$ cat src/rtl/pokey_pkg.sv
// Shared types and constants for the POKEY keyboard/paddle responder.
package pokey_pkg;

   localparam int unsigned POT_MAX_DEFAULT = 228;
   localparam int unsigned KEY_W           = 4;
   localparam int unsigned NUM_KEYS        = 1 << KEY_W;
   localparam int unsigned SEEN_W          = 2;

   typedef enum logic [1:0] {
      POT_DUMP   = 2'd0,
      POT_CHARGE = 2'd1,
      POT_DONE   = 2'd2
   } pot_state_e;

   function automatic logic [7:0] clamp_pot(input logic [7:0] value, input logic [7:0] limit);
      return (value > limit) ? limit : value;
   endfunction

endpackage

$ cat src/rtl/pot_channel.sv
// One paddle channel: models the RC charge time as a cycle count from dump release.
module pot_channel
   import pokey_pkg::*;
#(
   parameter int unsigned POT_MAX = POT_MAX_DEFAULT
) (
   input  logic       o2,
   input  logic       rst_L,
   input  logic       rel,
   input  logic [7:0] paddle,
   output logic       scan_out
);

   localparam logic [7:0] LIMIT = 8'(POT_MAX);

   pot_state_e state_q;
   logic [7:0] count_q;
   logic [7:0] target_q;
   logic       scan_q;

   // Target is latched once on leaving DUMP; later paddle changes wait for the next dump.
   always_ff @(posedge o2 or negedge rst_L) begin
      if (!rst_L) begin
         state_q  <= POT_DUMP;
         count_q  <= '0;
         target_q <= '0;
         scan_q   <= 1'b0;
      end else if (rel) begin
         state_q  <= POT_DUMP;
         count_q  <= '0;
         scan_q   <= 1'b0;
      end else begin
         case (state_q)
            POT_DUMP: begin
               target_q <= clamp_pot(paddle, LIMIT);
               count_q  <= '0;
               state_q  <= POT_CHARGE;
            end
            POT_CHARGE: begin
               if (count_q >= target_q) begin
                  scan_q  <= 1'b1;
                  state_q <= POT_DONE;
               end else begin
                  count_q <= 8'(count_q + 8'd1);
               end
            end
            POT_DONE: scan_q <= 1'b1;
            default:  state_q <= POT_DUMP;
         endcase
      end
   end

   assign scan_out = scan_q;

endmodule

$ cat src/rtl/pokey_input_emu.sv
// Device end of the POKEY key-scan and pot-scan interfaces, fed by host key events and paddle values.
module pokey_input_emu
   import pokey_pkg::*;
#(
   parameter int unsigned MIN_SCANS = 2,
   parameter int unsigned POT_MAX   = POT_MAX_DEFAULT
) (
   input  logic             o2,
   input  logic             rst_L,
   input  logic [KEY_W-1:0] key_scan_L,
   input  logic             key_valid,
   output logic             key_ready,
   input  logic [KEY_W-1:0] key_code,
   input  logic             key_make,
   input  logic             shift_in,
   output logic             kr1_L,
   output logic             kr2_L,
   input  logic             pot_rel_0,
   input  logic             pot_rel_1,
   input  logic [7:0]       paddle0,
   input  logic [7:0]       paddle1,
   output logic [7:0]       pot_scan
);

   localparam logic [SEEN_W-1:0] SEEN_MAX = SEEN_W'(MIN_SCANS);

   logic [NUM_KEYS-1:0]             pressed_q, pressed_d;
   logic [NUM_KEYS-1:0]             rel_pend_q, rel_pend_d;
   logic [NUM_KEYS-1:0][SEEN_W-1:0] seen_q, seen_d;
   logic                            kr2_q;
   logic [KEY_W-1:0]                scan_idx;
   logic                            accept;
   logic                            pot0, pot1;

   assign scan_idx  = ~key_scan_L;
   assign key_ready = rst_L;
   assign accept    = key_valid & key_ready;

   // Per-key update; the final resolve lets a release land on the same edge as the last needed hit.
   always_comb begin
      pressed_d  = pressed_q;
      rel_pend_d = rel_pend_q;
      seen_d     = seen_q;
      for (int k = 0; k < int'(NUM_KEYS); k++) begin
         if (pressed_q[k] && (scan_idx == KEY_W'(k)) && (seen_q[k] < SEEN_MAX))
            seen_d[k] = SEEN_W'(seen_q[k] + SEEN_W'(1));
         if (accept && (key_code == KEY_W'(k))) begin
            if (key_make) begin
               if (!pressed_q[k]) begin
                  pressed_d[k] = 1'b1;
                  seen_d[k]    = '0;
               end
               rel_pend_d[k] = 1'b0;
            end else if (pressed_q[k]) begin
               rel_pend_d[k] = 1'b1;
            end
         end
         if (pressed_d[k] && rel_pend_d[k] && (seen_d[k] == SEEN_MAX)) begin
            pressed_d[k]  = 1'b0;
            rel_pend_d[k] = 1'b0;
         end
      end
   end

   always_ff @(posedge o2 or negedge rst_L) begin
      if (!rst_L) begin
         pressed_q  <= '0;
         rel_pend_q <= '0;
         seen_q     <= '0;
         kr2_q      <= 1'b1;
      end else begin
         pressed_q  <= pressed_d;
         rel_pend_q <= rel_pend_d;
         seen_q     <= seen_d;
         kr2_q      <= ~shift_in;
      end
   end

   // Return line follows the address combinationally so the controller sees it in the same cycle.
   assign kr1_L = ~pressed_q[scan_idx];
   assign kr2_L = kr2_q;

   pot_channel #(.POT_MAX(POT_MAX)) u_pot0 (
      .o2       (o2),
      .rst_L    (rst_L),
      .rel      (pot_rel_0),
      .paddle   (paddle0),
      .scan_out (pot0)
   );

   pot_channel #(.POT_MAX(POT_MAX)) u_pot1 (
      .o2       (o2),
      .rst_L    (rst_L),
      .rel      (pot_rel_1),
      .paddle   (paddle1),
      .scan_out (pot1)
   );

   assign pot_scan = {6'b0, pot1, pot0};

endmodule
$ cat config.mk
export PLATFORM = sky130hd
export DESIGN_NAME = pokey_input_emu
export DESIGN_NICKNAME = d
export VERILOG_FILES = /design/src/rtl/pokey_pkg.sv /design/src/rtl/pot_channel.sv /design/src/rtl/pokey_input_emu.sv
export SDC_FILE = /design/constraint.sdc
export NUM_CORES = 1
export LEC_CHECK = 0
export BUFFER_PORTS_ARGS = -buffer_cell sky130_fd_sc_hd__clkbuf_2
export CAP_MARGIN = 25
export CORE_UTILIZATION = 40
export DETAILED_ROUTE_END_ITERATION = 8
export PLACE_DENSITY_LB_ADDON = 0.1
export RECOVER_POWER = 25
export SETUP_SLACK_MARGIN = 0.1
export SLEW_MARGIN = 0
export SYNTH_ARGS = -nofsm -noshare
export SYNTH_HDL_FRONTEND = slang
export SYNTH_HIERARCHICAL = 1
export SYNTH_SLANG_ARGS = --single-unit
$ cat constraint.sdc
create_clock -name o2 -period 2.9 [get_ports o2]
set_input_delay 0.145 -clock o2 [delete_from_list [all_inputs] [get_ports o2]]
set_output_delay 0.145 -clock o2 [all_outputs]
set_load 0.005 [all_outputs]
==> summary.md <==
| Metric | Value |
|---|---|
| Sequential Power Share | 0.497 |
| Final net count | 702 |
| Global-route wire length before repair | 24,320 µm |
| Setup crit end kind | flip-flop |
| Max cap viols | 1 |
| Starting Density | 0.4123 |
| DIE WIDTH | 124.9 µm |
| Antenna Cells | 0 |
| Die Ht | 124.9 µm |
| Htree depth | 3 |
| CTS tree | built |
| CP Data Required Time | 3180 ps |
| Startpoint types | flip-flop |
| Sw power | 1.295 mW |
| Die area | 15,590 µm² |
| Skew final | 7.389 ps |
| Wire length on met1 | 6688 µm |
| Final wirelength | 14,510 µm |
| Pre-antenna DRT Iters | 6 |
| CP max FO | 16 |
| Final ANT Viol Nets | 0 |
| Fin crit period | 2331 ps |
| DR DRC count | 8 |
| Fmax | 0.4291 GHz |
| Synth cell types | 71 |
| DR WL/cell | 17.24 µm |
| Post-synthesis sequential area ratio | 0.4272 |
| Register area | 2579 µm² |
| Met2 Wirelength | 6883 µm |
| DP HPWL | 10,520 µm |
| Combinational power share | 0.207 |
| Pwr Density | 613.4 nW/µm² |
| RSZ-0062 raised after global routing | false |
| Total gr overflow | 0 |
| Tightest Pin Transition | 1581 ps |
| Mean Syn Cell Area | 9.462 µm² |
| Area of the multi-input gates | 3138 µm² |
| WP data arrival | 2610 ps |
| Area grow syn2layout | 8.891% |
| Core area | 14,640 µm² |
| Worst-skew pair later-pin latency | 360 ps |
| Number of core rows | 44 |
| Maximum clock path buffer count | 2 |
| Highest metal used | met4 |
| LEAKAGE | 2.842 nW |
| IO Port Bufs | 35 |
| PnR worst setup slack | 569.3 ps |
| Setup bufs post-CTS | 0 |
| Number of synthesized flops with an enable pin | 0 |
| Async set-reset flop share out of synthesis | 1.000 |
| FILL cells | 1,390 |
| Initial antenna violation count | 0 |
| Total CTS buffers | 9 |
| Initial drt markers | 221 |
| Failing checks | design-rule violations, max-capacitance violations, max-slew violations |
| Clk slew on worst S/H paths | 70 ps |
| Setup violations, final | 0 |
| Switching share of power | 0.3212 |
| Clock network power share | 0.296 |
| Root buf cell | clkbuf_16 |
| GRT Util Overall | 0.1965 |
| Top-Level Pins | 42 |
| Outcome | finished with violations |
| Period utilization | 0.8037 |
| CTS sink count | 103 |
| Internal Power | 2.737 mW |
| Pre-CTS setup slack | 565.2 ps |
| Largest net degree at the start of global routing | 48 |
| Setup TNS | 0 ps |
| Via density | 5.787 |
| Via count | 4,873 |
| Worst setup path class | reg2reg |
| Final Max Tran Viols | 29 |
| Gate Count Post-Synth | 638 |
| Yosys reg bits | 103 |
| Vias in the first global route | 4,859 |
| Routed wl met3 | 517 µm |
| RD Place Congestion | 0.8334 |
| Post-Syn Area | 6037 µm² |
| Dominant synthesized flop cell | dfrtp_1 |
| Layout cell share with drive strength beyond 1 | 0.1216 |
| Final hold viol count | 0 |
| Slew margin rel. | -0.05372 |
| Worst Hold Class | in2reg |
| YS warnings | 6 |
| Core Util, Final | 0.4489 |
| Worst VDD drop | 0.0002889 V |
==> flip-flops by register name, summed over array words and instances, names as in the netlist <==
signal	flops
kr2_L	1
pressed_q	16
rel_pend_q	16
seen_q	32
u_pot0/count_q	8
u_pot0/scan_out	1
u_pot0/state_q	2
u_pot0/target_q	8
u_pot1/count_q	8
u_pot1/scan_out	1
u_pot1/state_q	2
u_pot1/target_q	8
==> cell usage after synthesis, types with 4 or more instances <==
cell type | n | area [µm²]
or3_1 | 5 | 31.28
buf_4 | 11 | 82.58
o211ai_1 | 10 | 75.07
ha_1 | 18 | 225.2
nand2_1 | 53 | 198.9
o21ai_0 | 20 | 100.1
and2_1 | 4 | 25.02
xnor2_1 | 12 | 105.1
a21o_1 | 14 | 105.1
o21ai_1 | 5 | 25.02
mux2i_1 | 12 | 120.1
or4_1 | 9 | 67.56
nand2b_1 | 24 | 150.1
nand3_1 | 12 | 60.06
a31oi_1 | 24 | 150.1
a22o_1 | 11 | 96.34
o41ai_2 | 7 | 113.9
a211oi_1 | 16 | 120.1
inv_1 | 33 | 123.9
o41ai_1 | 4 | 35.03
nor2b_1 | 11 | 68.82
nor2_1 | 56 | 210.2
a21oi_1 | 36 | 180.2
clkbuf_1 | 24 | 90.09
buf_2 | 4 | 20.02
dfrtp_1 | 102 | 2552
mux4_2 | 4 | 90.09
nand4_1 | 10 | 62.56
nor3_1 | 20 | 100.1
==> cells in the final DEF (no fill, tap or decap), types with 12 or more instances in the layout <==
cell type / count
a211oi_1: 16
a21o_1: 14
a21oi_1: 36
a31oi_1: 24
clkbuf_2: 34
dfrtp_1: 102
ha_1: 18
inv_1: 33
mux2i_1: 12
nand2_1: 53
nand2b_1: 24
nand3_1: 12
nor2_1: 56
nor3_1: 20
o21ai_0: 20
xnor2_1: 12
==> cell families (layout without fill, tap and decap cells) <==
| kind of cell | Yosys count | after routing | share of synthesized area |
|---|---|---|---|
| buf+inv | 74 | 89 | 0.05617 |
| other cells | 1 | 6 | 0.0006212 |
| simple gates | 226 | 226 | 0.1944 |
| fa+ha+maj | 18 | 18 | 0.03731 |
| compound gates | 179 | 179 | 0.2153 |
| xor+xnor | 15 | 15 | 0.02301 |
| flops | 103 | 103 | 0.4272 |
| mux | 22 | 22 | 0.04601 |
==> cell type report <==
cell class	instances	share of cell area
Clock buffer	12	0.03902
Clock inverter	4	0.004568
Inverter	33	0.01884
Multi-Input combinational cell	466	0.4774
Sequential cell	103	0.3923
Tap cell	184	0.03502
Timing Repair Buffer	40	0.03293
==> critical path, cell delays in order, from the launching register on <==
cell and delay, ps:
dfrtp_1 440, ha_1 220, or4_4 530, a21oi_2 150
o31ai_2 210, or4_1 550, a31oi_1 160
==> through the flow <==
stage	hold WS, ps	std cells	area, µm²	power [mW]
2_1_floorplan	-150.6	643	6056	2.609
3_3_place_gp	-0.1772	824	6271	2.809
3_5_place_dp	5.045	824	6271	2.863
4_1_cts	13.66	842	6578	4.078
5_1_grt	24.16	842	6574	4.267
6_report	18.89	842	6574	4.032
==> per-layer routing <==
layer	vias to the layer above	track usage
met2	106	0.3262
met3	28	0.02663
met5	-	0
met1	2395	0.2541
met4	0	0.09182
li1	2344	-
==> repair_timing <==
item | in CTS | in global routing
resized for setup | 0 | 0
hold endpoints to repair | 57 | 0
hold buffers | 2 | 0
==> power groups by stage <==
stage | Sequential (mW) | Combinational [mW] | Clock [mW]
2_1_floorplan | 1.88 | 0.725 | 0
3_3_place_gp | 2.00 | 0.807 | 0
3_5_place_dp | 2.02 | 0.839 | 0
4_1_cts | 2.00 | 0.846 | 1.23
5_1_grt | 2.05 | 0.933 | 1.29
6_report | 2.00 | 0.836 | 1.19
==> final timing paths <==
| kind | from | to | slack [ps] | cells after the start |
|---|---|---|---|---|
| max | u_pot0/count_q[1] | u_pot0/count_q[4] | 570 | 6 |
| min reg2reg | u_pot1/target_q[6] | u_pot1/target_q[6] | 510 | 1 |
| max reg2reg | u_pot0/count_q[1] | u_pot0/count_q[4] | 570 | 6 |
| min | paddle1[0] | u_pot1/target_q[0] | 20 | 2 |
| max in group asynchronous | rst_L | rel_pend_q[2] | 1010 | 3 |
| min in group asynchronous | rst_L | seen_q[25] | 170 | 2 |
No activity file was read; power rests on OpenSTA's default activity.
